**config.mk**
```make
export PLATFORM = sky130hd
export DESIGN_NAME = sub_128bit_seq
export DESIGN_NICKNAME = d
export VERILOG_FILES = /design/src/rtl/sub_128bit_seq.sv
export SDC_FILE = /design/constraint.sdc
export NUM_CORES = 1
export LEC_CHECK = 0
export ABC_CLOCK_PERIOD_IN_PS = 5300
export BUFFER_PORTS_ARGS = -buffer_cell sky130_fd_sc_hd__buf_2
export CORE_ASPECT_RATIO = 1.75
export CORE_UTILIZATION = 25
export DETAILED_ROUTE_END_ITERATION = 10
export SLEW_MARGIN = 20
export SYNTH_ARGS = -nofsm -noshare
export SYNTH_HDL_FRONTEND = slang
export SYNTH_SLANG_ARGS = --single-unit
```
**constraint.sdc**
```tcl
create_clock -name clk -period 5.3 [get_ports clk]
set_clock_uncertainty 0.15 [all_clocks]
set_input_delay 0.265 -clock clk [delete_from_list [all_inputs] [get_ports clk]]
set_output_delay 0.265 -clock clk [all_outputs]
set_load 0.01 [all_outputs]
```
**src/rtl/sub_128bit_seq.sv**
```systemverilog
// sub_128bit_seq: 128-bit A - B using one shared 64-bit carry-select slice over two passes
// Ports: clk, rst (sync, active-high), start (sampled while idle), A/B (operands latched on accept),
//        busy (LOW/HIGH passes), done (one-cycle result pulse), Diff (A - B mod 2^128), Borrow (A < B).
// Optional macro SIGNED_OVF_EN adds Ovf, the two's-complement overflow of A - B.
module sub_128bit_seq #(
    parameter int SLICE_W = 64,
    parameter int WIDTH   = 128
) (
    input  logic             clk,
    input  logic             rst,
    input  logic             start,
    input  logic [WIDTH-1:0] A,
    input  logic [WIDTH-1:0] B,
    output logic             busy,
    output logic             done,
    output logic [WIDTH-1:0] Diff,
`ifdef SIGNED_OVF_EN
    output logic             Ovf,
`endif
    output logic             Borrow
);
    localparam int BLK = 16;
    localparam int NB  = SLICE_W / BLK;
    typedef enum logic [1:0] {IDLE, LOW, HIGH, DONE} state_t;
    state_t state, state_nx;
    logic [WIDTH-1:0] r_a, r_b;
    logic carry;
    logic [SLICE_W-1:0] x, y, sum;
    logic cin, cout, cc;
    logic [BLK:0] s0 [NB];
    logic [BLK:0] s1 [NB];
    always_comb begin
        x   = state == HIGH ? r_a[WIDTH-1:SLICE_W] : r_a[SLICE_W-1:0];
        y   = state == HIGH ? r_b[WIDTH-1:SLICE_W] : r_b[SLICE_W-1:0];
        cin = state == HIGH ? carry : 1'b1;
    end
    // each block precomputes both carry-in outcomes; the ripple only drives muxes
    for (genvar g = 0; g < NB; g++) begin : g_blk
        assign s0[g] = {1'b0, x[g*BLK +: BLK]} + {1'b0, y[g*BLK +: BLK]};
        assign s1[g] = {1'b0, x[g*BLK +: BLK]} + {1'b0, y[g*BLK +: BLK]} + {{BLK{1'b0}}, 1'b1};
    end
    always_comb begin
        sum = '0;
        cc  = cin;
        for (int i = 0; i < NB; i++) begin
            sum[i*BLK +: BLK] = cc ? s1[i][BLK-1:0] : s0[i][BLK-1:0];
            cc = cc ? s1[i][BLK] : s0[i][BLK];
        end
        cout = cc;
    end
    always_ff @(posedge clk) begin
        if (rst) begin
            state  <= IDLE;
            r_a    <= '0;
            r_b    <= '0;
            carry  <= 1'b0;
            Diff   <= '0;
            Borrow <= 1'b0;
`ifdef SIGNED_OVF_EN
            Ovf    <= 1'b0;
`endif
        end else begin
            state <= state_nx;
            if (state == IDLE && start) begin
                r_a <= A;
                r_b <= ~B;
            end
            if (state == LOW) begin
                Diff[SLICE_W-1:0] <= sum;
                carry             <= cout;
            end
            if (state == HIGH) begin
                Diff[WIDTH-1:SLICE_W] <= sum;
                Borrow                <= ~cout;
`ifdef SIGNED_OVF_EN
                // r_b holds ~B, so equal top bits means A and B had opposite signs
                Ovf <= (r_a[WIDTH-1] == r_b[WIDTH-1]) && (sum[SLICE_W-1] != r_a[WIDTH-1]);
`endif
            end
        end
    end
    always_comb begin
        state_nx = state == IDLE ? (start ? LOW : IDLE) :
                   state == LOW  ? HIGH :
                   state == HIGH ? DONE : IDLE;
    end
    always_comb begin
        busy = state == LOW || state == HIGH;
        done = state == DONE;
    end
endmodule

```
* After elaboration in Yosys (flattened, before gate mapping)
Index checks and enable logic that the tools add are counted.
Storage, ports and cells: bits in registers 388, output and inout port bits 131, word-level logic and storage cells 38
Cells by class: add/subtract/negate cells 8, equality and inequality tests 3, muxes and demuxes 15, bitwise logic cells 2, reduce and logical (&&, ||, !) cells 3
Operators with widths (number):
- 64-bit 2-to-1 mux | 2
- 128-bit inverter | 1
- 16-bit by 16-bit adder with 17-bit output | 4
- 17-bit by 1-bit adder with 17-bit output (second input constant) | 4
- 16-bit 2-to-1 mux | 4
- 1-bit 2-to-1 mux | 6
- 2-bit 2-to-1 mux | 3
- 2-bit equality test (second input constant) | 2
- 2-bit by 1-bit equality test with 1-bit output (second input constant) | 1
- 2-bit logical NOT | 1
- 1-bit logical AND | 1
- 1-bit logical OR | 1
- 1-bit inverter | 1

* Logic depth before layout (Yosys ltp)
Gate-level depths: netlist of run 1.
depth after elaboration 9, mapped depth 22

* Worst setup path after synthesis of run 1
OpenSTA, ideal clock, no wires.
path kind flip-flop to flip-flop, start point register state[0], end point register Diff[127], library setup time 0.091 ns, arrival 5.335 ns, data required time 5.059 ns, path slack -0.276 ns, cell stages (with the launch flop) 21, buffers on the path 2, clock period less this slack 5.576 ns, path through dfxtp_1 > inv_1 > ha_1 > clkbuf_1 > clkbuf_1 > mux2_2 > ha_1 > inv_1 > fa_1 > inv_1 > ha_1 > nand3_1 > and4bb_2 > nor4b_2 > nand3_2 > o31a_1 > nor4_4 > mux2i_4 > mux2i_4 > or4_1 > a311oi_1
On the way: cells in the longest elaborated chain, start to end 8, elaborated cells between the ends (all ways) 16, those cells by class add/sub (8); eq/ne (1); mux (7)
Ends and longest elaborated chain:
- from (decl) | line 25 | state_t state, state_nx;
- from (signal assigned) | line 63 | state <= state_nx;
- 2-bit equality test (*)
- 64-bit 2-to-1 mux (on tied branches) | line 33, 34
- 16-bit by 16-bit adder with 17-bit output | line 39, 40
- 17-bit by 1-bit adder with 17-bit output | line 40 | assign s1[g] = {1'b0, x[g*BLK +: BLK]} + {1'b0, y[g*BLK +: BLK]} + {{BLK{1'b0}}, 1'b1};
- 1-bit 2-to-1 mux (3 in series) | line 47 | cc = cc ? s1[i][BLK] : s0[i][BLK];
- 16-bit 2-to-1 mux | line 46 | sum[i*BLK +: BLK] = cc ? s1[i][BLK-1:0] : s0[i][BLK-1:0];
- to (signal, indexed assignment) | line 69 | Diff[SLICE_W-1:0] <= sum;
- to (signal, indexed assignment) | line 73 | Diff[WIDTH-1:SLICE_W] <= sum;
- to (decl) | line 16 | output logic [WIDTH-1:0] Diff,
Mark *: on every way between the ends. The rest lies on a longest branch, timed or not. A chain may end at the register's enable or synchronous reset.

* Final worst setup path of run 1
start point register state[0], end point register Diff[116]
The elaborated chain is that of the path after synthesis.

==> results.tsv, run 1 <==
metric	value	unit
worst hold start	rst	
startpoint types	register	
CTS root buf	clkbuf_16	
Worst-path clk slew	0.06	ns
Syn Inst Count	2257	
top-count cell post-synth	dfxtp_1	
initial antenna violation count	2	
status	finished clean	
Worst R2R Path Depth	22	
I/O pin cnt	390	
Hold Fails Final Rpt	0	
die area	78400	sq um
first-pass GRT wire length	107	mm
Longest Clk Path Bufs	3	
Synth area leader	dfxtp_1	
fillers	7650	
initial drt markers	804	
Routed WL per cell	17.4	microns
gr usage total	17.5	%
Slew Viols, Final	0	
largest cells by area after synthesis	dfxtp_1 40%, a211oi_1 8.8%, mux2_2 7.7%	
vias in the first global route	19400	
placed insts	3725	
core footprint	76300	sq um
Pwr Density	289	nW/um^2
initial core utilization	25.3	%
H-tree depth	2	
class of the most critical setup path	register to register	
Area after DPL	23700	sq um
HPWL after DPL	50.9	mm
Skew-Pair Late Insertion Delay	0.58	ns
Rel. slew slack	28.8	%
row cnt	134	
total wire length	71.2	mm
crit path DAT	5.49	ns
Critical Path RT	5.63	ns
Max Cap Viol	0	
final net count	3372	
remaining antenna violation count after routing	0	
distinct cell type count after synthesis	78	
Hold Path Class	input port to register	
Vias	19300	
ys async rst share	0	%
final worst path period share	97.4	%
Worst VDD drop	0.000248	V
Setup-failing EPs final	0	
internal power	5.95	mW
Crit. End Element	register	
final instance area	28800	sq um
r2r setup slk	0.14	ns
Post-synth top flop	dfxtp_1	
Die Height	370	microns
dpl ws	-0.418	ns
Sw Ratio	28.6	%
largest net degree at the start of global routing	199	
Hold Crit Endpoint	r_a[125]	
clock power share	39.2	%
Worst Slack Setup Final	0.136	ns
share of cells above drive strength 1	30.9	%
post-synth net total	2592	
cell leakage power	12.0	nW
Worst-Margin Slew	1.07	ns
RR Startpoint	state[0]	
Synth top area share	40.2	%
Synth Register Bits	388	
CP max FO	13	
Hold Path Depth	2	
# DRC	0	
routability cong.	0.861	
Yosys warning count	0	
DRT Pass-1 Iters	5	
Syn Area/Cell	8.56	sq um
crit path time final	5.16	ns
CTS tree	done	
worst flop-to-flop path endpoint	Diff[116]	
RSZ-0062 raised after global routing	true	
Synth top cells by count	388 x dfxtp_1, 317 x nand2_1, 309 x nor2_1, 227 x a211oi_1, 176 x a21oi_1	
post-route setup TNS	0	ns
Die X	212	microns
CTS buffer count	40	
# port buffers	389	
post-synthesis sequential area ratio	40.2	%
WHS	0.0177	ns
clk sinks	388	
share of total power in combinational logic	22.3	%
Via-to-Cell Ratio	4.71	
Area Growth Syn to Fin	49.2	%
total gr overflow	0	
sequential share of power	38.5	%
Final Non-Filler Cells	4089	
Mapped Area	19300	sq um
NetSw	2.38	mW
top achievable clock speed	194	MHz
number of synthesized flops with an enable pin	0	
## routing by layer
metal	share of wire, %	vias up	global-route usage, %	wire [microns]
met5	0.018	-	0	13
met1	39	9037	18.9	27600
met4	4.0	2	7.87	2880
li1	-	9593	-	-
met2	52	515	32.7	37000
met3	5.1	130	3.09	3630
## cell families after synthesis
logic type	share of synthesized area [%]
compound gates	20.0
simple gates	18.0
buf+inv	3.69
xor+xnor	4.03
flops	40.2
fa+ha+maj	5.08
mux	9.00
## how the worst max path moves through the flow
stage	from	slack, ns	end
2_1_floorplan	state[0]	0.02	Diff[127]
3_5_place_dp	state[0]	-0.42	Diff[57]
5_1_grt	state[0]	-0.06	Diff[63]
4_1_cts	state[0]	0.002	Diff[127]
3_3_place_gp	state[0]	-0.28	Diff[127]
6_report	state[0]	0.14	Diff[116]
## cells in the final DEF, fill, tap and decap left out, types with 42 or more instances in the layout
cell	n
mux2_2	121
nor2_1	309
clkbuf_16	42
a211oi_1	223
nand2_1	314
dfxtp_1	387
buf_4	222
buf_2	389
dlygate4sd3_1	256
a21oi_1	170
ha_1	53
## power groups by stage
stage / combinational, mW / sequential (mW) / clock, mW
global placement: 1.58 / 3.27 / 0
detailed placement: 1.60 / 3.27 / 0
CTS: 1.78 / 3.21 / 3.35
global route: 2.03 / 3.23 / 3.44
finish: 1.86 / 3.21 / 3.27
floorplan: 0.889 / 3.26 / 0
## critical path, stage by stage (launching register included)
cell      delay, ns
dfxtp_2        0.32
inv_2          0.07
ha_4           0.18
buf_12         0.13
buf_12         0.15
buf_12         0.12
buf_4          0.11
mux2_2         0.36
ha_2           0.39
nor2_1         0.06
mux2_4         0.28
nor4_4         0.26
nor4b_4        0.27
nand3_2        0.15
o31a_1         0.36
nor4_4         0.29
buf_6          0.15
mux2i_4        0.24
buf_12         0.15
mux2i_1        0.07
buf_4          0.18
or3_1          0.34
a311oi_1       0.28
## cell type report
cell class / instances / area [sq um] / area share, %
Tap cell: 1020 / 1280 / 4.43
Clock buffer: 47 / 1050 / 3.63
Antenna cell: 2 / 5.00 / 0.0174
Multi-Input combinational cell: 1682 / 11500 / 39.9
Clock inverter: 25 / 442 / 1.53
Sequential cell: 388 / 7770 / 27.0
Timing Repair Buffer: 893 / 6660 / 23.1
Inverter: 32 / 120 / 0.417
## flip-flops by register name (all words and copies together) (netlist names)
name and cells:
state 2, carry 1, r_b 128, r_a 128, Diff 128, Borrow 1
## per-stage QoR
| stage | total power, mW | utilization [%] |
|---|---|---|
| after global routing | 8.70 | 37.8 |
| after global placement | 4.85 | 31.0 |
| after floorplan | 4.15 | - |
| final | 8.34 | 37.8 |
| after detailed placement | 4.87 | 31.1 |
| after CTS | 8.34 | 36.7 |
## what timing repair did
| item | in CTS | in global routing |
|---|---|---|
| pin swaps | 10 | 42 |
| hold buffers | 256 | 0 |
| endpoints found under the setup margin | 79 | 65 |
| gates cloned | 0 | 2 |
| endpoints found under the hold margin | 256 | 0 |
| buffers inserted | 7 | 25 |
| resized for setup | 34 | 110 |
No activity file was read; power rests on OpenSTA's default activity.
==> run 2: changes to the inputs <==
- ABC_CLOCK_PERIOD_IN_PS: 5300 -> 5000
- clock period: 5.3 -> 5 ns (I/O delays scaled with it)
==> run 2 against run 1 <==
Compared with the run above: the flow now finishes with violations (setup timing); die area unchanged; non-clock buffer count grew 111; clock-buffer cell count rose by 5; total power increased by 7.0%; final area up 4.8%; sequential share of layout area shrank 1.2 points; utilization grew 1.8 points.
==> results.tsv, run 2 (synthesized netlist as in run 1, its figures left out) <==
metric	value	unit
CTS buffer count	41	
remaining antenna violation count after routing	0	
Hold Path Class	input port to register	
r2r setup slk	-0.04	ns
status	finished, violations left	
Worst R2R Path Depth	22	
violated checks	setup timing	
commonest non-fill, non-tap cell in the layout	buf_2	
sequential share of power	38.1	%
slowest stage cell, crit path	or4_4	
Setup-failing EPs final	9	
share of total power in combinational logic	24.1	%
crit path DAT	5.37	ns
post-route setup TNS	-0.226	ns
initial antenna violation count	9	
Worst-path clk slew	0.07	ns
H-tree depth	2	
fillers	7527	
Hold Path Depth	3	
CP Cell Sequence	inv_2, ha_4, buf_12, buf_12, buf_6, mux2_4, ha_4, fa_2, a21oi_4, o21a_1, o21ai_2, xnor2_1, and2_1, and4b_1, nand4_1, nor4_4, buf_4, mux2i_4, buf_6, mux2i_4, or4_4, a311oi_1	
Crit. End Element	register	
final worst path period share	101	%
Final Non-Filler Cells	4208	
Skew-Pair Late Insertion Delay	0.59	ns
routability cong.	0.877	
share of cells above drive strength 1	34.7	%
gr usage total	18.2	%
RR Startpoint	state[0]	
initial core utilization	25.3	%
CTS tree	done	
worst hold start	B[50]	
core footprint	76300	sq um
Worst Slack Setup Final	-0.0445	ns
CP max FO	8	
dpl ws	-0.511	ns
Area after DPL	24300	sq um
most frequent cells in the layout	388 x buf_2, 386 x dfxtp_1, 312 x nand2_1, 310 x buf_4, 304 x nor2_1	
total gr overflow	0	
initial drt markers	831	
clk sinks	388	
HPWL after DPL	52.2	mm
area of the multi-input gates	11900	sq um
top achievable clock speed	198	MHz
first-pass GRT wire length	111	mm
die area	78400	sq um
final instance area	30200	sq um
Worst-Margin Slew	1.07	ns
Rel. slew slack	28.6	%
clock power share	37.8	%
CTS root buf	clkbuf_16	
Hold Fails Final Rpt	0	
biggest regs	Diff: 128 flops, r_a: 128 flops, r_b: 128 flops	
Max Cap Viol	0	
Vias	19800	
Die X	212	microns
worst flop-to-flop path endpoint	Diff[63]	
startpoint types	register	
internal power	6.31	mW
DRT Pass-1 Iters	7	
cell leakage power	12.7	nW
Area Growth Syn to Fin	56.4	%
Worst VDD drop	0.000252	V
NetSw	2.61	mW
Routed WL per cell	17.4	microns
Hold Crit Endpoint	r_b[50]	
total wire length	73.3	mm
# DRC	0	
vias in the first global route	20100	
final net count	3484	
crit path time final	5.04	ns
Sw Ratio	29.2	%
class of the most critical setup path	register to register	
Critical Path RT	5.32	ns
Slew Viols, Final	0	
# port buffers	389	
row cnt	134	
CP max stage delay	0.45	ns
Longest Clk Path Bufs	3	
Die Height	370	microns
Pwr Density	295	nW/um^2
I/O pin cnt	390	
Power Total	8.92	mW
Via-to-Cell Ratio	4.69	
placed insts	3785	
largest net degree at the start of global routing	229	
register area	7770	sq um
RSZ-0062 raised after global routing	true	
==> run 2: changes by cell type in the layout (fill, tap and decap cells not counted), moves of 5 or more <==
cell           before  now
a211oi_1          223  214
a211oi_2            2   10
buf_4             222  310
buf_6               4   16
dlygate4sd3_1     256  265
ha_4               14   21
mux2_2            121  111
mux2_4             12   23
nor2_1            309  304
nor3_1             24   19
==> run 2: what timing repair did <==
item,in CTS,in global routing
gates resized for setup,124,82
pin swaps,48,41
cloned,6,1
hold buffers,266,0
hold endpoints to repair,303,0
endpoints found under the setup margin,93,85
setup buffers,61,15
==> run 2: through the flow <==
step,hold slack [ns],utilization (%)
after floorplan,0.196,-
after global placement,0.279,31.9
after detailed placement,0.282,31.9
after CTS,0.174,38.9
after global routing,0.207,39.6
final,0.220,39.6
==> run 2: area by class of cell <==
type | instances | area share (%)
Antenna cell | 6 | 0.0497
Clock inverter | 24 | 1.11
Tap cell | 1020 | 4.22
Multi-Input combinational cell | 1682 | 39.5
Sequential cell | 388 | 25.7
Timing Repair Buffer | 1004 | 25.3
Clock buffer | 52 | 3.70
Inverter | 32 | 0.398
==> run 2: worst max-delay path by stage <==
stage / slack (ns) / start / to / depth (start not counted)
4_1_cts: -0.07 / state[0] / Diff[63] / 21
6_report: -0.04 / state[0] / Diff[63] / 22
5_1_grt: -0.27 / state[0] / Diff[51] / 24
2_1_floorplan: 0.0002 / state[0] / carry / 20
3_5_place_dp: -0.51 / state[0] / Diff[127] / 20
3_3_place_gp: -0.42 / state[0] / Diff[127] / 19
==> run 2: routing by layer <==
metal  vias to the layer above  track usage [%]  wire length (microns)
met1                      9243             19.6                  28400
met2                       501             33.8                  38200
li1                       9846                -                      -
met4                         8             9.07                   3290
met3                       155             3.04                   3420
met5                         -                0                     46
==> run 2: worst max-delay path: cells and delay by family (launching register included) <==
| kind | cells | cell delay (ns) |
|---|---|---|
| buffers and inverters | 6 | 0.80 |
| muxes | 3 | 0.73 |
| DFF | 1 | 0.33 |
| xor gates and xnor gates | 1 | 0.18 |
| adders and majority gates | 3 | 0.72 |
| and+or+nand+nor | 5 | 1.28 |
| AOI/OAI and AO/OA | 4 | 0.75 |
==> run 2: power groups by stage <==
stage / Clock, mW / Sequential [mW] / Combinational [mW]
5_1_grt: 3.56 / 3.42 / 2.33
4_1_cts: 3.46 / 3.40 / 2.09
6_report: 3.37 / 3.40 / 2.15
3_3_place_gp: 0 / 3.46 / 1.79
2_1_floorplan: 0 / 3.46 / 0.970
3_5_place_dp: 0 / 3.47 / 1.79
